===== src/rtl/pc_fetch_ctrl_if.sv =====
// Fetch-controller bus: decode controls, PC_LUT lookup pair and PC outputs.
// Perf-counter signals exist only when BRANCH_PERF_EN is defined.
interface pc_fetch_ctrl_if #(
   parameter int unsigned PC_WIDTH   = 12,
   parameter int unsigned PERF_WIDTH = 16
) ();

   logic                start_i;
   logic                halt_i;
   logic                stall_i;
   logic                branch_i;
   logic [3:0]          jump_index_i;
   logic [3:0]          lut_index_o;
   logic [PC_WIDTH-1:0] lut_target_i;
   logic [PC_WIDTH-1:0] pc_o;
   logic                pc_valid_o;
   logic                halted_o;

`ifdef BRANCH_PERF_EN
   logic [PERF_WIDTH-1:0] branch_cnt_o;
   logic [PERF_WIDTH-1:0] stall_cnt_o;
`else
   if (PERF_WIDTH == 0) begin : g_perf_width_chk
      $error("PERF_WIDTH must be nonzero");
   end
`endif

   // Decode / LUT side.
   modport master (
      output start_i,
      output halt_i,
      output stall_i,
      output branch_i,
      output jump_index_i,
      output lut_target_i,
      input  lut_index_o,
      input  pc_o,
      input  pc_valid_o,
      input  halted_o
`ifdef BRANCH_PERF_EN
      ,
      input  branch_cnt_o,
      input  stall_cnt_o
`endif
   );

   // Fetch controller side.
   modport slave (
      input  start_i,
      input  halt_i,
      input  stall_i,
      input  branch_i,
      input  jump_index_i,
      input  lut_target_i,
      output lut_index_o,
      output pc_o,
      output pc_valid_o,
      output halted_o
`ifdef BRANCH_PERF_EN
      ,
      output branch_cnt_o,
      output stall_cnt_o
`endif
   );

endinterface


===== src/rtl/pc_fetch_ctrl.sv =====
// PC register and fetch sequencer (IDLE/RUN/HALT) driving the PC_LUT branch-target table.
// Optional saturating branch/stall counters when BRANCH_PERF_EN is defined.
module pc_fetch_ctrl #(
   parameter int unsigned         PC_WIDTH   = 12,
   parameter logic [PC_WIDTH-1:0] RESET_PC   = '0,
   parameter int unsigned         PERF_WIDTH = 16
) (
   input logic            clk,
   input logic            rst_n,
   pc_fetch_ctrl_if.slave bus
);

   typedef enum logic [1:0] {StIdle, StRun, StHalt} state_e;

   localparam logic [PC_WIDTH-1:0] PcOne = {{(PC_WIDTH-1){1'b0}}, 1'b1};

   state_e              state_q, state_d;
   logic [PC_WIDTH-1:0] pc_q, pc_d;
   logic                pc_valid_q, pc_valid_d;
   logic                halted_q, halted_d;

   // Lookup and PC update share the cycle, so the index is a plain pass-through.
   assign bus.lut_index_o = bus.jump_index_i;

   always_ff @(posedge clk or negedge rst_n) begin
      if (!rst_n) begin
         state_q <= StIdle;
      end else begin
         state_q <= state_d;
      end
   end

   always_comb begin
      state_d = state_q;
      unique case (state_q)
         StIdle:  if (bus.start_i) state_d = StRun;
         StRun:   if (bus.halt_i)  state_d = StHalt;
         StHalt:  if (bus.start_i) state_d = StRun;
         default: state_d = StIdle;
      endcase
   end

   // lut_target_i is only selected on an applied branch so an idle X cannot leak.
   always_comb begin
      pc_d = pc_q;
      unique case (state_q)
         StIdle: pc_d = RESET_PC;
         StRun: begin
            if (bus.halt_i || bus.stall_i) begin
               pc_d = pc_q;
            end else if (bus.branch_i) begin
               pc_d = bus.lut_target_i;
            end else begin
               pc_d = pc_q + PcOne;
            end
         end
         StHalt:  if (bus.start_i) pc_d = RESET_PC;
         default: pc_d = RESET_PC;
      endcase
      pc_valid_d = (state_d == StRun);
      halted_d   = (state_d == StHalt);
   end

   always_ff @(posedge clk or negedge rst_n) begin
      if (!rst_n) begin
         pc_q       <= RESET_PC;
         pc_valid_q <= 1'b0;
         halted_q   <= 1'b0;
      end else begin
         pc_q       <= pc_d;
         pc_valid_q <= pc_valid_d;
         halted_q   <= halted_d;
      end
   end

   assign bus.pc_o       = pc_q;
   assign bus.pc_valid_o = pc_valid_q;
   assign bus.halted_o   = halted_q;

`ifdef BRANCH_PERF_EN
   localparam logic [PERF_WIDTH-1:0] CntOne = {{(PERF_WIDTH-1){1'b0}}, 1'b1};

   logic                  branch_take;
   logic                  stall_take;
   logic [PERF_WIDTH-1:0] branch_cnt_q;
   logic [PERF_WIDTH-1:0] stall_cnt_q;

   assign branch_take = (state_q == StRun) && !bus.halt_i && !bus.stall_i && bus.branch_i;
   assign stall_take  = (state_q == StRun) && !bus.halt_i && bus.stall_i;

   // Counters survive a restart; only rst_n clears them.
   always_ff @(posedge clk or negedge rst_n) begin
      if (!rst_n) begin
         branch_cnt_q <= '0;
         stall_cnt_q  <= '0;
      end else begin
         if (branch_take && !(&branch_cnt_q)) branch_cnt_q <= branch_cnt_q + CntOne;
         if (stall_take && !(&stall_cnt_q))   stall_cnt_q  <= stall_cnt_q + CntOne;
      end
   end

   assign bus.branch_cnt_o = branch_cnt_q;
   assign bus.stall_cnt_o  = stall_cnt_q;
`else
   if (PERF_WIDTH == 0) begin : g_perf_width_chk
      $error("PERF_WIDTH must be nonzero");
   end
`endif

`ifndef SYNTHESIS
   a_valid_halt_excl: assert property (@(posedge clk) disable iff (!rst_n)
      !(pc_valid_q && halted_q));
   a_idle_pc: assert property (@(posedge clk) disable iff (!rst_n)
      (state_q == StIdle) |-> (pc_q == RESET_PC && !pc_valid_q));
`endif

endmodule


===== src/flat_wrapper.sv =====
// flat-port wrapper written by rule: the top's interface ports become plain ports
module pc_fetch_ctrl_flat 
#(
   parameter int unsigned         PC_WIDTH   = 12,
   parameter logic [PC_WIDTH-1:0] RESET_PC   = '0,
   parameter int unsigned         PERF_WIDTH = 16
)
  (clk, rst_n, bus_start_i, bus_halt_i, bus_stall_i, bus_branch_i, bus_jump_index_i, bus_lut_target_i, bus_lut_index_o, bus_pc_o, bus_pc_valid_o, bus_halted_o);
  pc_fetch_ctrl_if #(.PC_WIDTH(PC_WIDTH), .PERF_WIDTH(PERF_WIDTH)) bus_i ();
  input logic clk;
  input logic rst_n;
  input wire logic [$bits(bus_i.start_i)-1:0] bus_start_i;
  input wire logic [$bits(bus_i.halt_i)-1:0] bus_halt_i;
  input wire logic [$bits(bus_i.stall_i)-1:0] bus_stall_i;
  input wire logic [$bits(bus_i.branch_i)-1:0] bus_branch_i;
  input wire logic [$bits(bus_i.jump_index_i)-1:0] bus_jump_index_i;
  input wire logic [$bits(bus_i.lut_target_i)-1:0] bus_lut_target_i;
  output wire logic [$bits(bus_i.lut_index_o)-1:0] bus_lut_index_o;
  output wire logic [$bits(bus_i.pc_o)-1:0] bus_pc_o;
  output wire logic [$bits(bus_i.pc_valid_o)-1:0] bus_pc_valid_o;
  output wire logic [$bits(bus_i.halted_o)-1:0] bus_halted_o;
  assign bus_i.start_i = bus_start_i;
  assign bus_i.halt_i = bus_halt_i;
  assign bus_i.stall_i = bus_stall_i;
  assign bus_i.branch_i = bus_branch_i;
  assign bus_i.jump_index_i = bus_jump_index_i;
  assign bus_i.lut_target_i = bus_lut_target_i;
  assign bus_lut_index_o = bus_i.lut_index_o;
  assign bus_pc_o = bus_i.pc_o;
  assign bus_pc_valid_o = bus_i.pc_valid_o;
  assign bus_halted_o = bus_i.halted_o;
  pc_fetch_ctrl #(.PC_WIDTH(PC_WIDTH), .RESET_PC(RESET_PC), .PERF_WIDTH(PERF_WIDTH)) u_core (.clk(clk), .rst_n(rst_n), .bus(bus_i));
endmodule

===== config.mk =====
export PLATFORM = sky130hd
export DESIGN_NAME = pc_fetch_ctrl_flat
export DESIGN_NICKNAME = d
export VERILOG_FILES = /design/src/rtl/pc_fetch_ctrl_if.sv /design/src/rtl/pc_fetch_ctrl.sv /design/src/flat_wrapper.sv
export SDC_FILE = /design/constraint.sdc
export NUM_CORES = 1
export LEC_CHECK = 0
export CORE_MARGIN = 2
export CORE_UTILIZATION = 60
export DETAILED_ROUTE_END_ITERATION = 6
export DONT_BUFFER_PORTS = 1
export PLACE_DENSITY = 0.76
export SYNTH_ARGS = -nofsm -noshare
export SYNTH_HDL_FRONTEND = slang
export SYNTH_SLANG_ARGS = --single-unit

===== constraint.sdc =====
create_clock -name clk -period 2 [get_ports clk]
set_input_delay 0.6 -clock clk [delete_from_list [all_inputs] [get_ports clk]]
set_output_delay 0.6 -clock clk [all_outputs]
set_load 0.01 [all_outputs]

==> impl_metrics.env <==
export IMPL_rows=14
export IMPL_cts_setup_buffers=0
export IMPL_clockBufferDepth=2
export IMPL_htreeDepth=1
export IMPL_setup_tns_ns=0
export IMPL_drt_wl_total_mm=2.12
export IMPL_grt_pass1_wl_mm=3.43
export IMPL_antenna_found_initial=0
export IMPL_die_area_um2=1910
export IMPL_drt_pass1_iter_count=4
export IMPL_final_cell_area_um2=963
export IMPL_fp_dieH_um=43.7
export IMPL_clock_latency_ns=0.29
export IMPL_syn2layout_area_growth_pct=1.99
export IMPL_power_density_nw_per_um2=743
export IMPL_antenna_left=0
export IMPL_grt_pass1_vias=773
export IMPL_r2r_setup_slack_ns=0.32
export IMPL_layout_drive_gt1_share_pct=7.84
export IMPL_slew_headroom_pct=50.7
export IMPL_dp_slack_ns=0.148
export IMPL_wl_per_cell_um=18.0
export IMPL_drv_slew=0
export IMPL_hold_violations=0
export IMPL_root_buffer="clkbuf_4"
export IMPL_path_clk_slew_ns=0.10
export IMPL_power_leakage_uw=0.000419
export IMPL_syn_area_um2=945
export IMPL_cts_tree="done"
export IMPL_synth_area_leader_cell="dfrtp_1"
export IMPL_cp_data_required_time_ns=2.22
export IMPL_min_to="u_core.state_q[1]"
export IMPL_hp_start="bus_halt_i"
export IMPL_period_minus_slack_ns=1.68
export IMPL_status="complete, no violations"
export IMPL_initial_core_util_pct=63.4
export IMPL_post_cts_resized=0
export IMPL_overflow=0
export IMPL_fin_nets=126
export IMPL_io_buffer_count=0
export IMPL_period_share_pct=84.0
export IMPL_maxCapViolations=0
export IMPL_routabilityCongestion=0.760
export IMPL_syn_nets=129
export IMPL_instances_no_fill=118
export IMPL_drt_iter0_drc=14
export IMPL_vias=807
export IMPL_arrival_ns=1.90
export IMPL_clock_sinks=16
export IMPL_drc=0
export IMPL_cp_start_kind="flop"
export IMPL_ys_warnings_count=0
export IMPL_timing_final_ws_setup_ns=0.321
export IMPL_fin_skew_ns=0.00550
export IMPL_rr_worst_depth=4
export IMPL_synth_seq_area_share_pct=42.4
export IMPL_dp_hpwl_mm=1.49
export IMPL_path_class="reg -> reg"
export IMPL_dp_cells=113
export IMPL_pin_count=40
export IMPL_rsz0062_at_grt="false"
export IMPL_yosysUniqueCellTypes=33
export IMPL_synth_top_area_share_pct=42.4
export IMPL_postSynthAreaPerCell_um2=8.91
export IMPL_hold_buffers=1
export IMPL_holdPathStages=1
export IMPL_syn_inst=106
export IMPL_core_area_um2=1490
export IMPL_vias_per_cell=6.84
export IMPL_die_width_um=43.7
export IMPL_tightestPinTransition_ns=0.738
export IMPL_max_freq_mhz=596
export IMPL_n_antenna_cell=0
export IMPL_r2r_start="u_core.state_q[1]"
export IMPL_reg2reg_to="u_core.bus.pc_o[7]"
export IMPL_ys_ff_latch=16
export IMPL_grt_max_degree=26
export IMPL_holdWs_ns=0.419
export IMPL_peakVddDrop_uv=652
export IMPL_min_delay_path_class="in -> reg"
export IMPL_path_max_fanout=7
export IMPL_numCtsBuffers=3
export IMPL_track_usage_pct=24.0
export IMPL_dpl_instance_area_um2=917
export IMPL_end_kind="flop"
export IMPL_setup_viol=0
export IMPL_yosys_top_cells_area="dfrtp_1 (42%), o2bb2ai_1 (4.6%), a21oi_1 (3.7%)"
[where the power goes]
part	total (µW)	internal, µW	switching [µW]
Sequential	386	348	37.7
Clock	221	111	110
Combinational	109	48.7	60.5
[flip-flops by register name, summed over array words and instances, names as in the netlist]
register	count
u_core.bus.halted_o	1
u_core.bus.pc_valid_o	1
u_core.bus.pc_o	12
u_core.state_q	2
[per-layer routing]
layer / wire (µm) / up-vias / global-route usage (%)
met3: 142 / 4 / 4.58
met2: 1050 / 38 / 36.5
met4: 22 / 0 / 9.70
met5: 0 / - / 0
met1: 900 / 383 / 33.7
li1: - / 382 / -
[how the worst max path moves through the flow]
stage	start	end	slack, ns
after floorplan	bus_halt_i	u_core.bus.pc_o[4]	0.12
after global placement	bus_halt_i	u_core.bus.pc_o[7]	0.15
after detailed placement	bus_halt_i	u_core.bus.pc_o[9]	0.15
after CTS	u_core.state_q[1]	u_core.bus.pc_o[7]	0.31
after global routing	u_core.state_q[1]	u_core.bus.pc_o[7]	0.21
final	u_core.state_q[1]	u_core.bus.pc_o[7]	0.32
[synthesized netlist by cell type, drive strengths merged]
cell type and number:
dfrtp 16, o21ai 11, nor2 9, nand2 8
a21oi 7, buf 6, o2bb2ai 5, a21o 4
a22oi 4, clkbuf 4, and3 3, nor3 3
and4 2, mux2 2, nand3 2, nand4 2
nor3b 2, nor4 2, o22ai 2, or2 2
a211oi 1, a32oi 1, and2 1, ha 1
inv 1, mux2i 1, nor2b 1, o221ai 1
or4b 1, xnor2 1
[worst max-delay path: stages, from the launching register on]
cell       delay (ns)
dfrtp_1          0.42
or4b_1           0.52
or2_0            0.34
o21ai_1          0.20
o2bb2ai_1        0.12
[through the flow]
step	util [%]	total power (µW)
after floorplan	-	483
after global placement	61.6	489
after detailed placement	61.6	493
after CTS	64.7	716
after global routing	64.7	738
final	64.7	716
[final cells by class]
cell class | instances | area, µm²
clock buffer | 4 | 36.3
fill | 137 | 526
inverter | 1 | 3.75
multi-input combinational | 79 | 485
sequential | 16 | 400
tap | 16 | 20.0
timing repair buffer | 2 | 17.5
[cell families after synthesis]
| family | count (synthesis) | synth area share (%) |
|---|---|---|
| adder cells (fa/ha/maj) | 1 | 1.32 |
| AND/OR/NAND/NOR | 38 | 21.2 |
| AO/OA/AOI/OAI | 36 | 24.5 |
| buffers and inverters | 11 | 6.22 |
| XOR/XNOR | 1 | 0.927 |
| multiplexers | 3 | 3.44 |
| flip-flops | 16 | 42.4 |
[cells in the final DEF (no fill, tap or decap), types with 2 or more instances in the layout]
| master | instances |
|---|---|
| a21o_1 | 4 |
| a21oi_1 | 7 |
| a22oi_1 | 4 |
| and3_1 | 3 |
| and4_1 | 2 |
| clkbuf_4 | 3 |
| dfrtp_1 | 16 |
| mux2_2 | 2 |
| nand2_1 | 8 |
| nand3_1 | 2 |
| nand4_1 | 2 |
| nor2_1 | 9 |
| nor3_1 | 3 |
| nor3b_1 | 2 |
| nor4_1 | 2 |
| o21ai_0 | 5 |
| o21ai_1 | 6 |
| o22ai_1 | 2 |
| o2bb2ai_1 | 5 |
(Power assumes the default switching activity.)
==> variant 1 (same settings) <==
`PC_WIDTH` is set to 12 in 3 places; all go to 10.
--- a/src/rtl/pc_fetch_ctrl_if.sv
+++ b/src/rtl/pc_fetch_ctrl_if.sv
@@ -3,3 +3,3 @@
 interface pc_fetch_ctrl_if #(
-   parameter int unsigned PC_WIDTH   = 12,
+   parameter int unsigned PC_WIDTH   = 10,
    parameter int unsigned PERF_WIDTH = 16
--- a/src/rtl/pc_fetch_ctrl.sv
+++ b/src/rtl/pc_fetch_ctrl.sv
@@ -3,3 +3,3 @@
 module pc_fetch_ctrl #(
-   parameter int unsigned         PC_WIDTH   = 12,
+   parameter int unsigned         PC_WIDTH   = 10,
    parameter logic [PC_WIDTH-1:0] RESET_PC   = '0,
--- a/src/flat_wrapper.sv
+++ b/src/flat_wrapper.sv
@@ -3,3 +3,3 @@
 #(
-   parameter int unsigned         PC_WIDTH   = 12,
+   parameter int unsigned         PC_WIDTH   = 10,
    parameter logic [PC_WIDTH-1:0] RESET_PC   = '0,
Interface: changed (resized bus_lut_target_i and bus_pc_o); port bits go from 40 to 36. The function was not compared with the original's and may differ.
==> variant 1 against the original RTL <==
Sequential cell count is 2 lower; cell area is 9.6% lower; sequential share of layout area is 1.3 points lower; area after synthesis is 7.0% lower; count of clock-buffer cells in the layout stayed put; worst setup slack better by 28 ps; total power is 11% lower; routed wire length is 19% lower; largest power group unchanged.
==> variant 1: results (changes against the original RTL) <==
Synth top cells by count: 14 x dfrtp_1, 9 x o21ai_1, 6 x nand3_1, 6 x nor2_1
Pre-Repair DR Iteration Count: 4 (unchanged)
All-Layer GR Usage: 20.1% (-3.9 points)
Max reg flops: 10 (-2)
Register area share after synthesis: 39.9% (-2.5 points)
Initial antenna violation count: 0 (unchanged)
H-tree depth: 1 (unchanged)
Max Buffers Root-to-Sink: 2 (unchanged)
Final setup skew: 2.42 ps (-3.08 ps)
Hold Path Class: in -> reg
Layout cells sized above 1: 18.2% (+10 points)
Largest net degree at the start of global routing: 24 (-7.7%)
Gpl congestion: 0.747 (-1.7%)
Vias in the first global route: 639 (-17%)
Crit path DAT: 1850 ps (-50 ps)
Leak: 0.363 nW (-13%)
Total CTS buffers: 3 (unchanged)
# diodes: 0 (unchanged)
WL per Instance: 16.6 um (-7.4%)
Clk Latency, worst-skew pair: 280 ps
CP max FO: 14 (+7)
Global-route wire length before repair: 2770 um (-19%)
Synth area leaders: dfrtp_1 40%, o21ai_1 5.1%, nand3_1 3.4%
Max VDD drop: 606 uV (-7.1%)
Clock Tree Root: clkbuf_4
Asr flop ratio synth: 100% (unchanged)
Synth warnings: 0 (unchanged)
Synth Flop Type: dfrtp_1
Filler instances: 114 (-17%)
Setup Viol. Count Final: 0 (unchanged)
Dpl ws: 175 ps (+27.3 ps)
Slew HR: 59.4% (+8.8 points)
Post-DP HPWL: 1210 um (-19%)
Clock-pin slew on the worst setup and hold paths: 90 ps
Syn nets: 113 (-12%)
Status: completed
Initial DRC count: 27 (+13)
Post-cts resize count: 0 (unchanged)
Vias per inst: 6.75 (-1.3%)
Placed cell area: 825 um2 (-10%)
Synth cell types: 36 (+9.1%)
PortBufs: 0 (unchanged)
## variant 1: layout make-up
| class | count | area [um2] | area share [%] |
|---|---|---|---|
| Clock buffer | 4 | 36.3 | 4.17 |
| Inverter | 2 | 7.51 | 0.862 |
| Multi-Input combinational cell | 67 | 448 | 51.4 |
| Sequential cell | 14 | 350 | 40.2 |
| Tap cell | 15 | 18.8 | 2.16 |
| Timing Repair Buffer | 1 | 10.0 | 1.15 |
## variant 1: through the flow
step                hold WS, ps  utilization [%]  instances
detailed placement          305             61.8         98
finish                      455             65.3        103
global route                440             65.3        103
global placement            305             61.8         98
floorplan                   304                -         92
CTS                        1.08             64.5        102
## variant 1: final timing paths
kind / slack, ps / startpoint / depth (start not counted) / to
max in group asynchronous: 840 / rst_n / 1 / u_core.state_q[1]$_DFF_PN0_
hold reg to reg: 600 / u_core.bus.pc_o[1]$_DFFE_PN0P_ / 2 / u_core.bus.pc_o[1]$_DFFE_PN0P_
hold / removal: 450 / bus_halt_i / 1 / u_core.bus.halted_o$_DFF_PN0_
min in group asynchronous: 760 / rst_n / 1 / u_core.bus.pc_o[3]$_DFFE_PN0P_
setup reg to reg: 350 / u_core.state_q[1]$_DFF_PN0_ / 4 / u_core.bus.pc_o[8]$_DFFE_PN0P_
setup / recovery: 350 / u_core.state_q[1]$_DFF_PN0_ / 4 / u_core.bus.pc_o[8]$_DFFE_PN0P_
## variant 1: metal layers
| metal | part of all wire, % | global-route usage (%) |
|---|---|---|
| met3 | 6.2 | 6.90 |
| met2 | 51 | 31.4 |
| met4 | 0.53 | 6.25 |
| met1 | 43 | 26.0 |
| met5 | 0 | 0 |
## variant 1: timing repair
| item | CTS | global route |
|---|---|---|
| hold buffers | 0 | 1 |
| endpoints found under the hold margin | 0 | 14 |
| buffers inserted | 0 | 0 |
| setup endpoints to repair | 0 | 0 |
## variant 1: kinds of logic after synthesis
family,synth area share [%]
AO/OA/AOI/OAI,23.6
adder cells (fa/ha/maj),1.42
buffers and inverters,9.12
flip-flops,39.9
multiplexers,3.70
AND/OR/NAND/NOR,22.2
## variant 1: where the power goes
| part | leakage [nW] | internal, W | switching [W] | total [W] |
|---|---|---|---|---|
| clock network | 0.0210 | 0.000111 | 0.0000922 | 0.000203 |
| registers | 0.188 | 0.000306 | 0.0000331 | 0.000339 |
| logic | 0.154 | 0.0000426 | 0.0000518 | 0.0000944 |
## variant 1: critical path, stage by stage (launching register included)
cell and delay, ps:
dfrtp_1 440, or4b_4 650, a311oi_1 300, o21ai_1 90, o211ai_1 100
==> variant 2 (same settings) <==
Made on the original files. Encoding of `state_e`: now one-hot (3 bits for 3 states).
--- a/src/rtl/pc_fetch_ctrl.sv
+++ b/src/rtl/pc_fetch_ctrl.sv
@@ -12,3 +12,3 @@
 
-   typedef enum logic [1:0] {StIdle, StRun, StHalt} state_e;
+   typedef enum logic [2:0] {StIdle = 3'b001, StRun = 3'b010, StHalt = 3'b100} state_e;
 
Formal check against the unedited RTL: same outputs for any inputs over 10 cycles, from zero or initial values and one cycle with rst_n low; not proved beyond that.
==> variant 2 against the original RTL <==
Synthesized cell count down 1.9%; routed wire length increased by 4.3%; area after synthesis increased by 5.4%; sequential cell count up 1; critical endpoint is now u_core.bus.pc_o[9]$_DFFE_PN0P_; via count grew 3.2%; worst setup slack worse by 38 ps; maximum frequency down 2.2%; cell area rose by 8.8%.
Power is not compared: it rests on default switching activity, and its combinational part moved more than twofold at a synthesized area within 25%.
==> variant 2: results (changes against the original RTL) <==
Status: completed
Worst-margin pin slew: 742 ps (+4.64 ps)
Post-DP HPWL: 1550 um (+4.2%)
WL per Instance: 18.3 um (+1.7%)
Via count: 833 (+3.2%)
Final setup skew: 3.81 ps (-1.69 ps)
Hold Path Class: in -> async
Clock-pin slew on the worst setup and hold paths: 100 ps (about the same)
Top-area cell type share of the netlist area: 40.2% (-2.2 points)
Layout cells sized above 1: 11.4% (+3.6 points)
Largest net degree at the start of global routing: 25 (-3.8%)
Gpl congestion: 0.776 (+2.1%)
Synth cell types: 28 (-15%)
Global-route wire length before repair: 3650 um (+6.4%)
Synth area leaders: dfrtp_1 40%, a22o_1 9.7%, o31ai_1 4.5%
Initial DRC count: 16 (+2)
Synth top cells by count: 16 x dfrtp_1, 11 x a22o_1, 11 x nand2_1, 7 x and3_1, 7 x o21ai_0
Nets: 129 (+2.4%)
Asr flop ratio synth: 100% (unchanged)
CP max FO: 8 (+1)
Max reg flops: 12 (unchanged)
Register area share after synthesis: 42.8% (+0.46 points)
All-Layer GR Usage: 25.1% (+1.2 points)
Placed cell area: 1010 um2 (+10%)
Vias in the first global route: 813 (+5.2%)
==> variant 2: layout make-up <==
class / count / area, um2
Timing Repair Buffer: 5 / 52.6
Fill cell: 131 / 475
Tap cell: 16 / 20.0
Inverter: 2 / 7.51
Clock buffer: 4 / 26.3
Multi-Input combinational cell: 77 / 515
Sequential cell: 17 / 427
==> variant 2: cell families (layout without fill, tap and decap cells) <==
logic type | Yosys count | in the layout | share of synthesized area, %
flops | 17 | 17 | 42.8
buf+inv | 10 | 11 | 5.40
compound gates | 37 | 37 | 28.0
mux | 1 | 1 | 1.13
fa+ha+maj | 1 | 1 | 1.26
xor+xnor | 2 | 2 | 1.76
simple gates | 36 | 36 | 19.6
==> variant 2: worst paths after layout <==
path / startpoint / endpoint / slack, ps / depth (start not counted)
min in group clk: bus_start_i / u_core.bus.pc_valid_o$_DFF_PN0_ / 480 / 2
min reg2reg: u_core.state_q[1]$_DFF_PN0_ / u_core.state_q[0]$_DFF_PN1_ / 520 / 1
max reg2reg: u_core.state_q[2]$_DFF_PN0_ / u_core.bus.pc_o[9]$_DFFE_PN0P_ / 280 / 5
max: u_core.state_q[2]$_DFF_PN0_ / u_core.bus.pc_o[9]$_DFFE_PN0P_ / 280 / 5
min: rst_n / u_core.state_q[0]$_DFF_PN1_ / 140 / 0
max in group asynchronous: rst_n / u_core.state_q[2]$_DFF_PN0_ / 730 / 1
==> variant 2: through the flow <==
| step | setup slack [ps] | hold WS, ps | instances | utilization [%] |
|---|---|---|---|---|
| 6_report | 283 | 138 | 121 | 68.8 |
| 5_1_grt | 162 | 118 | 121 | 68.8 |
| 4_1_cts | 275 | 137 | 121 | 68.8 |
| 3_5_place_dp | 100 | 305 | 116 | 66.4 |
| 3_3_place_gp | 136 | 305 | 116 | 66.4 |
| 2_1_floorplan | 172 | 304 | 104 | - |
==> variant 2: what timing repair did <==
action | 4_1_cts | 5_1_grt
hold buffers | 1 | 0
setup buffers | 0 | 0
hold endpoints to repair | 16 | 0
==> variant 2: critical path, stage by stage (launching register included) <==
cell and delay [ps]:
dfrtp_1 450, or3b_2 240, o31a_1 340, nor2_1 80, buf_4 160, a221o_1 340
==> variant 2: report_power, final <==
part / total [W] / leakage, nW / internal [W] / switching (W)
clock: 0.000189 / 0.0150 / 0.0000776 / 0.000111
combinational: 0.000263 / 0.222 / 0.000109 / 0.000154
sequential: 0.000442 / 0.231 / 0.000396 / 0.0000467
total: 0.000894 / 0.468 / 0.000582 / 0.000312
==> variant 2: metal layers <==
metal	wire, um	up-vias	share of wire [%]	track usage [%]
met3	160	2	7.2	6.00
met5	0	-	0	0
met4	18	0	0.81	7.88
met2	1100	38	50	40.3
li1	-	404	-	-
met1	928	389	42	33.7
